## config.mk

```make
export PLATFORM = sky130hd
export DESIGN_NAME = display_mode_scheduler
export DESIGN_NICKNAME = d
export VERILOG_FILES = /design/src/rtl/display_mode_scheduler.sv
export SDC_FILE = /design/constraint.sdc
export NUM_CORES = 1
export LEC_CHECK = 0
export CORE_MARGIN = 3
export CORE_UTILIZATION = 44
export CTS_BUF_LIST = sky130_fd_sc_hd__clkbuf_8
export CTS_CLUSTER_DIAMETER = 30
export DETAILED_ROUTE_END_ITERATION = 7
export PLACE_DENSITY = 0.69
export REMOVE_ABC_BUFFERS = 1
export SYNTH_ARGS = -nofsm -noshare
export SYNTH_HDL_FRONTEND = slang
export SYNTH_SLANG_ARGS = --single-unit
```

## constraint.sdc

```tcl
create_clock -name clk -period 8.2 [get_ports clk]
set_input_delay 2.05 -clock clk [delete_from_list [all_inputs] [get_ports clk]]
set_output_delay 2.05 -clock clk [all_outputs]
set_load 0.02 [all_outputs]
```

## src/rtl/display_mode_scheduler.sv

```systemverilog
// Chooses which camera setting the seven-segment decoder shows. It supports manual
// stepping by push button, timed auto-scroll, and a temporary override when a value changes.
module display_mode_scheduler #(
    parameter int unsigned DWELL_CYCLES    = 50_000_000,
    parameter int unsigned HOLD_CYCLES     = 100_000_000,
    parameter int unsigned DEBOUNCE_CYCLES = 500_000
) (
    input  logic       clk,
    input  logic       rst_n,
    input  logic       btnNext,
    input  logic       autoEn,
    input  logic [3:0] isoValue,
    input  logic [3:0] shutterSpeedValue,
    input  logic [3:0] focalLenghtValue,
    input  logic [2:0] brightnessIndicatorValue,
    output logic [1:0] selectInput,
    output logic       overrideActive,
    output logic       modeChanged
);

    localparam int unsigned DW = $clog2(DWELL_CYCLES + 1);
    localparam int unsigned HW = $clog2(HOLD_CYCLES + 1);
    localparam int unsigned BW = $clog2(DEBOUNCE_CYCLES + 1);
    localparam logic [DW-1:0] DWELL_RELOAD = DW'(DWELL_CYCLES - 1);
    localparam logic [HW-1:0] HOLD_RELOAD  = HW'(HOLD_CYCLES - 1);
    localparam logic [BW-1:0] DB_RELOAD    = BW'(DEBOUNCE_CYCLES - 1);

    typedef enum logic [1:0] {
        ST_MANUAL   = 2'd0,
        ST_AUTO     = 2'd1,
        ST_OVERRIDE = 2'd2
    } state_t;

    logic          r_btn_meta;
    logic          r_btn_sync;
    logic          r_db_level;
    logic [BW-1:0] r_db_cnt;
    logic          r_next_pulse;

    logic [3:0]    r_prev_iso;
    logic [3:0]    r_prev_sh;
    logic [3:0]    r_prev_fo;
    logic          r_primed;

    state_t        r_state;
    state_t        r_ret;
    logic [1:0]    r_base;
    logic [1:0]    r_ov;
    logic [DW-1:0] r_dwell;
    logic [HW-1:0] r_hold;
    logic [1:0]    r_sel;
    logic          r_ov_active;
    logic          r_mode_changed;

    state_t        w_state_next;
    state_t        w_ret_next;
    logic [1:0]    w_base_next;
    logic [1:0]    w_ov_next;
    logic [DW-1:0] w_dwell_next;
    logic [HW-1:0] w_hold_next;
    logic [1:0]    w_sel_next;

    logic          w_chg_iso;
    logic          w_chg_sh;
    logic          w_chg_fo;
    logic          w_chg_any;
    logic [1:0]    w_chg_mode;
    logic          w_unused_bri;

    // The indicator value is routed to the decoder elsewhere; it never triggers an override.
    assign w_unused_bri = ^brightnessIndicatorValue;

    // Debounced level changes only after DEBOUNCE_CYCLES consecutive differing samples.
    always_ff @(posedge clk or negedge rst_n) begin
        if (!rst_n) begin
            r_btn_meta   <= 1'b0;
            r_btn_sync   <= 1'b0;
            r_db_level   <= 1'b0;
            r_db_cnt     <= '0;
            r_next_pulse <= 1'b0;
        end else begin
            r_btn_meta   <= btnNext;
            r_btn_sync   <= r_btn_meta;
            r_next_pulse <= 1'b0;
            if (r_btn_sync == r_db_level) begin
                r_db_cnt <= DB_RELOAD;
            end else if (r_db_cnt == '0) begin
                r_db_level   <= r_btn_sync;
                r_db_cnt     <= DB_RELOAD;
                r_next_pulse <= r_btn_sync;
            end else begin
                r_db_cnt <= r_db_cnt - BW'(1);
            end
        end
    end

    always_ff @(posedge clk or negedge rst_n) begin
        if (!rst_n) begin
            r_prev_iso <= '0;
            r_prev_sh  <= '0;
            r_prev_fo  <= '0;
            r_primed   <= 1'b0;
        end else begin
            r_prev_iso <= isoValue;
            r_prev_sh  <= shutterSpeedValue;
            r_prev_fo  <= focalLenghtValue;
            r_primed   <= 1'b1;
        end
    end

    assign w_chg_iso  = r_primed && (isoValue != r_prev_iso);
    assign w_chg_sh   = r_primed && (shutterSpeedValue != r_prev_sh);
    assign w_chg_fo   = r_primed && (focalLenghtValue != r_prev_fo);
    assign w_chg_any  = w_chg_iso | w_chg_sh | w_chg_fo;
    assign w_chg_mode = w_chg_iso ? 2'b00 : (w_chg_sh ? 2'b01 : 2'b10);

    always_comb begin
        w_state_next = r_state;
        w_ret_next   = r_ret;
        w_base_next  = r_base;
        w_ov_next    = r_ov;
        w_dwell_next = r_dwell;
        w_hold_next  = r_hold;
        unique case (r_state)
            ST_MANUAL: begin
                if (w_chg_any) begin
                    w_state_next = ST_OVERRIDE;
                    w_ret_next   = ST_MANUAL;
                    w_ov_next    = w_chg_mode;
                    w_hold_next  = HOLD_RELOAD;
                end else begin
                    if (r_next_pulse) w_base_next = r_base + 2'd1;
                    if (autoEn) begin
                        w_state_next = ST_AUTO;
                        w_dwell_next = DWELL_RELOAD;
                    end
                end
            end
            ST_AUTO: begin
                if (w_chg_any) begin
                    w_state_next = ST_OVERRIDE;
                    w_ret_next   = ST_AUTO;
                    w_ov_next    = w_chg_mode;
                    w_hold_next  = HOLD_RELOAD;
                end else begin
                    if (r_next_pulse || r_dwell == '0) begin
                        w_base_next  = r_base + 2'd1;
                        w_dwell_next = DWELL_RELOAD;
                    end else begin
                        w_dwell_next = r_dwell - DW'(1);
                    end
                    if (!autoEn) w_state_next = ST_MANUAL;
                end
            end
            ST_OVERRIDE: begin
                // Toggling autoEn while overridden redirects where the override returns to.
                if (autoEn != (r_ret == ST_AUTO)) w_ret_next = autoEn ? ST_AUTO : ST_MANUAL;
                if (w_chg_any) begin
                    w_ov_next   = w_chg_mode;
                    w_hold_next = HOLD_RELOAD;
                end else if (r_next_pulse || r_hold == '0) begin
                    if (r_next_pulse) w_base_next = r_base + 2'd1;
                    w_state_next = w_ret_next;
                    if (w_ret_next == ST_AUTO) w_dwell_next = DWELL_RELOAD;
                end else begin
                    w_hold_next = r_hold - HW'(1);
                end
            end
            default: begin
                w_state_next = ST_MANUAL;
                w_ret_next   = ST_MANUAL;
            end
        endcase
        w_sel_next = (w_state_next == ST_OVERRIDE) ? w_ov_next : w_base_next;
    end

    always_ff @(posedge clk or negedge rst_n) begin
        if (!rst_n) begin
            r_state        <= ST_MANUAL;
            r_ret          <= ST_MANUAL;
            r_base         <= '0;
            r_ov           <= '0;
            r_dwell        <= '0;
            r_hold         <= '0;
            r_sel          <= '0;
            r_ov_active    <= 1'b0;
            r_mode_changed <= 1'b0;
        end else begin
            r_state        <= w_state_next;
            r_ret          <= w_ret_next;
            r_base         <= w_base_next;
            r_ov           <= w_ov_next;
            r_dwell        <= w_dwell_next;
            r_hold         <= w_hold_next;
            r_sel          <= w_sel_next;
            r_ov_active    <= (w_state_next == ST_OVERRIDE);
            r_mode_changed <= (w_sel_next != r_sel);
        end
    end

    assign selectInput    = r_sel;
    assign overrideActive = r_ov_active;
    assign modeChanged    = r_mode_changed;

endmodule

```

# [Yosys cells after proc, flatten, opt, wreduce, memory -nomap -nowiden]
# Index checks and enable logic that the tools add are counted.
[totals] regBits=101 input_bits=19 elab_cells=104
[classes] bitwise=3 eq_ne=21 muxes=41 addsub=4 reduce_logical=17
[ops] operator="$mux W26" count=7
[ops] operator="$mux W27" count=3
[ops] operator="$pmux W26 S3" count=1
[ops] operator="$pmux W27 S2" count=1
[ops] operator="$mux W2" count=21
[ops] operator="$mux W19" count=2
[ops] operator="$logic_not A27 Y1" count=1
[ops] operator="$sub A27 B1 Y27 const B" count=1
[ops] operator="$logic_not A26 Y1" count=1
[ops] operator="$sub A26 B1 Y26 const B" count=1
[ops] operator="$logic_not A19 Y1" count=1
[ops] operator="$sub A19 B1 Y19 const B" count=1
[ops] operator="$pmux W2 S3" count=3
[ops] operator="$ne A2 B2 Y1 const B" count=8
[ops] operator="$ne A4 B4 Y1" count=3
[ops] operator="$reduce_and A7 Y1" count=1
[ops] operator="$eq A2 B1 Y1 const B" count=3
[ops] operator="$eq A2 B2 Y1 const B" count=2
[ops] operator="$reduce_and A2 Y1" count=2
[ops] operator="$logic_and A1 B1 Y1" count=3
[ops] operator="$mux W1" count=3
[ops] operator="$ne A3 B3 Y1 const B" count=1
[ops] operator="$reduce_and A3 Y1" count=1
[ops] operator="$reduce_bool A3 Y1" count=1
[ops] operator="12 further kinds" count=14

# [Logic depth before layout (Yosys ltp)]
# Gate-level depths: netlist of run 1.
[logic_depth] depth_word=10 mapped_depth=13

# [Worst setup path before layout of run 1]
# OpenSTA, ideal clock, no wires.
[synth_timing] kind="input -> register" startpoint="input port isoValue[2]" endpoint="register r_mode_changed, in the netlist modeChanged" setup_time_ns=0.122 path_stages=9 t_arrival_ns=3.951 path_slack_ns=4.127 required_time_ns=8.078 cell_sequence="xnor2_1 nand4_1 o31ai_1 clkbuf_1 a32oi_1 nor3_2 mux2_2 xnor2_1 nand2_1"
[synth_via] elab_chain_len=9
[synth_rtl] item="from (decl)" line_no="12" rtl="input logic [3:0] isoValue,"
[synth_rtl] item="$ne A4 B4 Y1 (*)" line_no="111" rtl="assign w_chg_iso = r_primed && (isoValue != r_prev_iso);"
[synth_rtl] item="$logic_and A1 B1 Y1 (*)" line_no="111"
[synth_rtl] item="$or A1 B1 Y1 (2 in a row)" line_no="114" rtl="assign w_chg_any = w_chg_iso | w_chg_sh | w_chg_fo;"
[synth_rtl] item="$mux W2, on equally long branches" line_no="158, 126, 140"
[synth_rtl] item="$pmux W2 S3" line_no="124" rtl="unique case (r_state)"
[synth_rtl] item="$eq A2 B2 Y1" line_no="174" rtl="w_sel_next = (w_state_next == ST_OVERRIDE) ? w_ov_next : w_base_next;"
[synth_rtl] item="$mux W2 (*)" line_no="174"
[synth_rtl] item="net w_sel_next[0]" line_no="61" rtl="logic [1:0] w_sel_next;"
[synth_rtl] item="$ne A2 B2 Y1 (*)" line_no="197" rtl="r_mode_changed <= (w_sel_next != r_sel);"
[synth_rtl] item="to (signal assigned)" line_no="197"
[synth_rtl] item="to (decl)" line_no="53" rtl="logic r_mode_changed;"
# The timed path passes the listed nets; every way through them passes the cells marked *.
# A chain may end at the register's enable or synchronous reset.

# [Final worst setup path of run 1]
[layout_timing] startpoint="input port isoValue[2]" endpoint="register r_dwell[23]"
[layout_via] elab_chain_len=6
[layout_rtl] item="$ne A4 B4 Y1 (*)" line_no="111"
[layout_rtl] item="$logic_and A1 B1 Y1 (*)" line_no="111"
[layout_rtl] item="$or A1 B1 Y1 (*) (2 in a row)" line_no="114"
[layout_rtl] item="$ne A2 B2 Y1 (no source line)"
[layout_rtl] item="$reduce_and A7 Y1 (no source line) (*)"
[layout_rtl] item="to (signal assigned)" line_no="193" rtl="r_dwell <= w_dwell_next;"
[layout_rtl] item="to (decl)" line_no="49" rtl="logic [DW-1:0] r_dwell;"
# Mark *: on every way between the ends. The rest lies on a longest branch, timed or not.

==> results.sh, run 1 <==
export IMPL_worstPathRequired_ns=8.44
export IMPL_worstPathArrival_ns=5.04
export IMPL_setup_violations=0
export IMPL_cts_resized=0
export IMPL_synth_top_cell_by_area="dfrtp_1"
export IMPL_ys_ff_latch=101
export IMPL_cts_hold_buf=0
export IMPL_grt_ovfl_total=0
export IMPL_ant_nets=0
export IMPL_post_cts_buffers=0
export IMPL_top_usage_layer="met2"
export IMPL_cp_end_kind="register"
export IMPL_worstMarginPinSlew_ns=0.877
export IMPL_cap_violations=0
export IMPL_core_mm2=0.0110
export IMPL_start_kind="input port"
export IMPL_layout_drive_gt1_share_pct=5.75
export IMPL_hp_class="reg -> reg"
export IMPL_ios=23
export IMPL_cpPeakStageDelay_ns=0.65
export IMPL_critical_path_max_fanout=16
export IMPL_synth_most_common_cell="dfrtp_1"
export IMPL_fin_setup_tns_ns=0
export IMPL_grt_pass1_wl_mm=16.8
export IMPL_netlist_area_leader_share_pct=50.6
export IMPL_grt_max_degree=55
export IMPL_cts_made_buffers=9
export IMPL_gp_congestion=0.791
export IMPL_num_rows=38
export IMPL_clock_sinks=101
export IMPL_crit_type="in -> reg"
export IMPL_wl_per_cell_um=14.1
export IMPL_clk_latency_ns=0.37
export IMPL_dieArea_mm2=0.0127
export IMPL_hold_viol_final=0
export IMPL_drc_errors=0
export IMPL_clock_fmax_mhz=208
export IMPL_synth_distinct_cells=65
export IMPL_cts_tree="built"
export IMPL_synthCells=518
export IMPL_rsz0062_at_grt="no"
export IMPL_synth_common_cells="101 x dfrtp_1, 61 x nand2_1, 59 x nor2_1, 37 x o21ai_0, 37 x xnor2_1"
export IMPL_total_power_uw=1220
export IMPL_area_delta_synth_final_pct=10.7
export IMPL_grt_util_met2_pct=25.2
export IMPL_synth_ff_type="dfrtp_1"
export IMPL_clkTransAtPathRegs_ns=0.09
export IMPL_yosysSeqAreaShare_pct=50.6
export IMPL_skew_ns=0.0135
export IMPL_totalWireLength_mm=9.57
export IMPL_synth_enable_flop_cells=0
export IMPL_status="completed"
export IMPL_clockRootBuffer="clkbuf_8"
export IMPL_async_flop_share_pct=100
export IMPL_critPathMostFrequentCell="nand2_1"
export IMPL_final_nets=561
export IMPL_power_density_mw_per_mm2=220
export IMPL_cp_startpoint="isoValue[2]"
export IMPL_fin_crit_sh_pct=58.5
export IMPL_use_met3_pct=2.37
export IMPL_fillers=997
export IMPL_viasPerCell=5.60
export IMPL_max_clock_path_buffers=2
export IMPL_grt_util_met1_pct=21.5
export IMPL_h_tree_depth=3
export IMPL_avgSynthCellArea_um2=9.65
export IMPL_rr_worst_depth=8
export IMPL_ir_drop_mv=0.123
export IMPL_grt_pass1_vias=3694
export IMPL_synth_warnings=0
export IMPL_synth_cell_area_mm2=0.00500
export IMPL_crit_chain="clkdlybuf4s50_1 -> xnor2_1 -> nand4_1 -> o21ai_0 -> nand2_1 -> a211oi_4 -> nand2_1 -> o41ai_1 -> o21ai_1"
export IMPL_dpl_hpwl_mm=6.59
export IMPL_r2r_start="r_hold[14]"
export IMPL_drtIter0Drc=179
export IMPL_portBuffers=19
export IMPL_crit_slowest_cell="a211oi_4"
export IMPL_diodes=0
export IMPL_slew_violations=0
export IMPL_crit_end="r_dwell[23]"
export IMPL_vias=3802
export IMPL_netlist_top_cells_area="dfrtp_1 51%, xnor2_1 6.5%, nand2_1 4.6%, nor2_1 4.4%, o21ai_0 3.7%"
export IMPL_placed_cell_area_mm2=0.00530
export IMPL_power_leakage_uw=0.00206
export IMPL_fin_hold_ws_ns=0.400
export IMPL_max_slew_margin_rel_pct=41.5
export IMPL_period_minus_slack_ns=4.80
export IMPL_final_area_mm2=0.00553
export IMPL_start_util_pct=45.5
export IMPL_r2r_end="r_dwell[23]"
export IMPL_antenna_found_initial=0
export IMPL_track_usage_pct=15.9
export IMPL_reg2reg_slack_ns=4.69
export IMPL_die_y_um=113
export IMPL_post_route_util_pct=50.4
export IMPL_first_pass_iters=4
export IMPL_die_w_um=113
[state kept, by name, indices dropped and copies added (netlist names)]
register,cells
r_db_level,1
r_prev_fo,4
r_dwell,26
r_primed,1
r_db_cnt,19
r_base,2
r_state,2
r_btn_meta,1
selectInput,2
r_next_pulse,1
r_btn_sync,1
overrideActive,1
r_ret,2
modeChanged,1
r_ov,2
r_prev_iso,4
r_prev_sh,4
r_hold,27
[critical path: cells and delay by family]
kind | cells | cell delay, ns
compound gates | 4 | 1.52
simple gates | 3 | 0.84
buf+inv | 1 | 0.50
xor+xnor | 1 | 0.12
[metal layers]
metal / routed length [um] / vias up
li1: - / 1858
met1: 4460 / 1874
met2: 4670 / 57
met3: 293 / 13
met4: 153 / 0
met5: 0 / -
[where the power goes]
group          internal (uW)  total (uW)  switching (uW)  leakage [uW]
clock                    199         363             164      0.000118
combinational            106         305             199      0.000820
sequential               527         549            22.8       0.00112
total                    832        1220             385       0.00206
[per-stage QoR]
stage | setup WS (ns) | std cells
2_1_floorplan | 3.83 | 503
3_3_place_gp | 3.18 | 664
3_5_place_dp | 2.98 | 664
4_1_cts | 3.39 | 679
5_1_grt | 3.08 | 679
6_report | 3.40 | 679
[placed cells by master, fill, tap and decap left out, types with 4 or more instances in the layout]
master           Yosys  layout
dfrtp_1            101     101
nand2_1             61      61
nor2_1              59      59
xnor2_1             37      37
o21ai_0             37      37
nor3_1              22      22
a21oi_1             20      20
clkdlybuf4s50_1      0      18
inv_1               12      14
or3_1               12      12
nor4_1              10      10
nand3_1             10      10
a31oi_1              9       9
clkbuf_8             0       9
or4_1                8       8
xor2_1               8       8
a211o_1              8       8
o21ai_1              8       8
ha_1                 7       7
nor2b_1              6       6
nand3b_1             5       5
nand4_1              4       4
and3_1               4       4
[how the worst min path moves through the flow]
stage                       to        from  slack, ns  cells after the start
floorplan           r_btn_sync  r_btn_meta       0.33                      0
finish              r_btn_sync  r_btn_meta       0.40                      0
global placement    r_btn_sync  r_btn_meta       0.39                      0
detailed placement  r_btn_sync  r_btn_meta       0.39                      0
CTS                 r_btn_sync  r_btn_meta       0.39                      0
global route        r_btn_sync  r_btn_meta       0.41                      0
[layout make-up]
cell class	instances	area [um^2]	area share, %
sequential	101	2530	45.7
clock inverter	6	105	1.90
clock buffer	9	124	2.24
tap	140	175	3.17
timing repair buffer	21	203	3.66
multi-input combinational	390	2350	42.5
inverter	12	45.0	0.814
[cell families after synthesis]
| group | Yosys count | synth area share [%] |
|---|---|---|
| AO/OA/AOI/OAI | 105 | 13.1 |
| XOR/XNOR | 45 | 7.89 |
| adder cells (fa/ha/maj) | 7 | 1.75 |
| buffers and inverters | 27 | 2.33 |
| flip-flops | 101 | 50.6 |
| multiplexers | 6 | 1.28 |
| other | 1 | 0.0750 |
| AND/OR/NAND/NOR | 226 | 23.0 |
Note: power is estimated with default switching activity, not from simulation.
==> run 2: changes to the inputs <==
--- a/config.mk
+++ b/config.mk
@@ -10,7 +10,7 @@
 export CTS_BUF_LIST = sky130_fd_sc_hd__clkbuf_8
 export CTS_CLUSTER_DIAMETER = 30
 export DETAILED_ROUTE_END_ITERATION = 7
-export PLACE_DENSITY = 0.69
+export PLACE_DENSITY = 0.72
 export REMOVE_ABC_BUFFERS = 1
 export SYNTH_ARGS = -nofsm -noshare
 export SYNTH_HDL_FRONTEND = slang
==> constraint.sdc (replaced) <==
create_clock -name clk -period 4.1 [get_ports clk]
set_input_delay 1.025 -clock clk [delete_from_list [all_inputs] [get_ports clk]]
set_output_delay 1.025 -clock clk [all_outputs]
set_load 0.02 [all_outputs]
==> run 2 against run 1 <==
Compared with the run above: count of clock-buffer cells in the layout increased by 1; combinational power is 110% higher; register-to-register slack lost 3.9 ns; routed wire length is essentially flat; clock power up 64%; setup slack worse by 2.7 ns; worst hold slack gained 0.0045 ns; largest cell class unchanged; global-route usage is 0.37 points higher; final cell count grew 0.59%; sequential share of layout area is essentially flat; design area about the same; die area unchanged.
==> results.sh, run 2 (synthesis results as in run 1) <==
export IMPL_dpl_hpwl_mm=6.64
export IMPL_crit_buf_inv=1
export IMPL_core_mm2=0.0110
export IMPL_holdPathStages=0
export IMPL_worstMarginPinSlew_ns=0.830
export IMPL_h_tree_depth=3
export IMPL_drtIter0Drc=222
export IMPL_max_clock_path_buffers=2
export IMPL_cts_tree="built"
export IMPL_largest_register="r_hold"
export IMPL_clk_latency_ns=0.36
export IMPL_rsz0062_at_grt="no"
export IMPL_start_util_pct=45.5
export IMPL_clock_fmax_mhz=297
export IMPL_die_w_um=113
export IMPL_grt_pass1_vias=3742
export IMPL_wl_per_cell_um=14.0
export IMPL_crit_cells=10
export IMPL_multi_input_area_mm2=0.00235
export IMPL_placedCellCount=668
export IMPL_setup_violations=0
export IMPL_crit_slowest_cell="clkdlybuf4s50_1"
export IMPL_final_area_mm2=0.00553
export IMPL_area_delta_synth_final_pct=10.6
export IMPL_hold_viol_final=0
export IMPL_final_common_cell="dfrtp_1"
export IMPL_instances_no_fill=683
export IMPL_vias=3813
export IMPL_total_power_uw=2320
export IMPL_crit_chain="clkdlybuf4s50_1 -> xnor2_1 -> nand4_1 -> o21ai_0 -> nand2_1 -> o21ba_1 -> nand4_1 -> nor4_1 -> xnor2_1 -> nand2_1"
export IMPL_largest_reg_flops=27
export IMPL_gp_congestion=0.810
export IMPL_dieArea_mm2=0.0127
export IMPL_status="completed"
export IMPL_cts_resized=0
export IMPL_num_rows=38
export IMPL_cap_violations=0
export IMPL_crit_family="simple AND/OR/NAND/NOR gates"
export IMPL_hp_class="reg -> reg"
export IMPL_skew_ns=0.00804
export IMPL_fin_hold_ws_ns=0.405
export IMPL_layout_drive_gt1_share_pct=6.81
export IMPL_post_cts_buffers=0
export IMPL_portBuffers=19
export IMPL_max_slew_margin_rel_pct=44.6
export IMPL_placed_cell_area_mm2=0.00535
export IMPL_totalWireLength_mm=9.58
export IMPL_crit_type="in -> reg"
export IMPL_cp_end_kind="register"
export IMPL_drc_errors=0
export IMPL_grt_pass1_wl_mm=17.3
export IMPL_clockRootBuffer="clkbuf_8"
export IMPL_fin_crit_sh_pct=82.1
export IMPL_slew_violations=0
export IMPL_grt_ovfl_total=0
export IMPL_start_kind="input port"
export IMPL_period_minus_slack_ns=3.37
export IMPL_final_nets=565
export IMPL_final_cell_mix="101 x dfrtp_1, 61 x nand2_1, 59 x nor2_1"
export IMPL_grt_max_degree=52
export IMPL_fillers=936
export IMPL_ant_nets=0
export IMPL_first_pass_iters=5
export IMPL_viasPerCell=5.58
export IMPL_cts_hold_buf=0
export IMPL_ir_drop_mv=0.313
export IMPL_ios=23
export IMPL_power_leakage_uw=0.00205
export IMPL_rr_worst_depth=10
export IMPL_clock_sinks=101
export IMPL_die_y_um=113
export IMPL_worstPathRequired_ns=4.33
export IMPL_antenna_found_initial=0
export IMPL_reg_top3="r_hold x27, r_dwell x26, r_db_cnt x19"
export IMPL_cts_made_buffers=9
export IMPL_power_density_mw_per_mm2=420
export IMPL_critical_path_max_fanout=10
export IMPL_diodes=0
export IMPL_track_usage_pct=16.3
export IMPL_clkTransAtPathRegs_ns=0.10
export IMPL_fin_setup_tns_ns=0
export IMPL_worstPathArrival_ns=3.60
export IMPL_regArea_mm2=0.00253
export IMPL_cpPeakStageDelay_ns=0.45
## run 2: path summary, 6_finish.rpt
path                              from            end  slack, ns
setup reg to reg            r_dwell[0]    r_dwell[23]       0.78
setup / recovery           isoValue[0]     r_hold[21]       0.73
hold reg to reg             r_btn_meta     r_btn_sync       0.40
hold / removal              r_btn_meta     r_btn_sync       0.40
min in group asynchronous        rst_n  r_prev_iso[2]       0.67
max in group asynchronous        rst_n     r_hold[26]       2.74
## run 2: layer usage
layer | vias up | GRT usage, % | share of wire [%]
li1 | 1867 | - | -
met1 | 1848 | 22.6 | 48
met2 | 81 | 25.6 | 47
met3 | 17 | 3.40 | 3.3
met4 | 0 | 5.29 | 1.6
met5 | - | 0 | 0
## run 2: metrics by stage
| stage | util (%) | worst slack (ns) |
|---|---|---|
| after floorplan | - | 0.752 |
| after global placement | 48.7 | 0.468 |
| after detailed placement | 48.7 | 0.350 |
| after CTS | 50.3 | 0.741 |
| after global routing | 50.3 | 0.404 |
| final | 50.3 | 0.733 |
## run 2: where the power goes
| group | internal, uW | switching [uW] | total, uW |
|---|---|---|---|
| Combinational | 229 | 402 | 631 |
| Clock | 242 | 353 | 595 |
| Sequential | 1050 | 43.7 | 1100 |
## run 2: final cells by class
class,count,area share [%]
sequential,101,45.7
tap,140,3.17
inverter,12,0.815
timing repair buffer,25,4.44
multi-input combinational,390,42.6
clock inverter,5,0.792
clock buffer,10,2.49
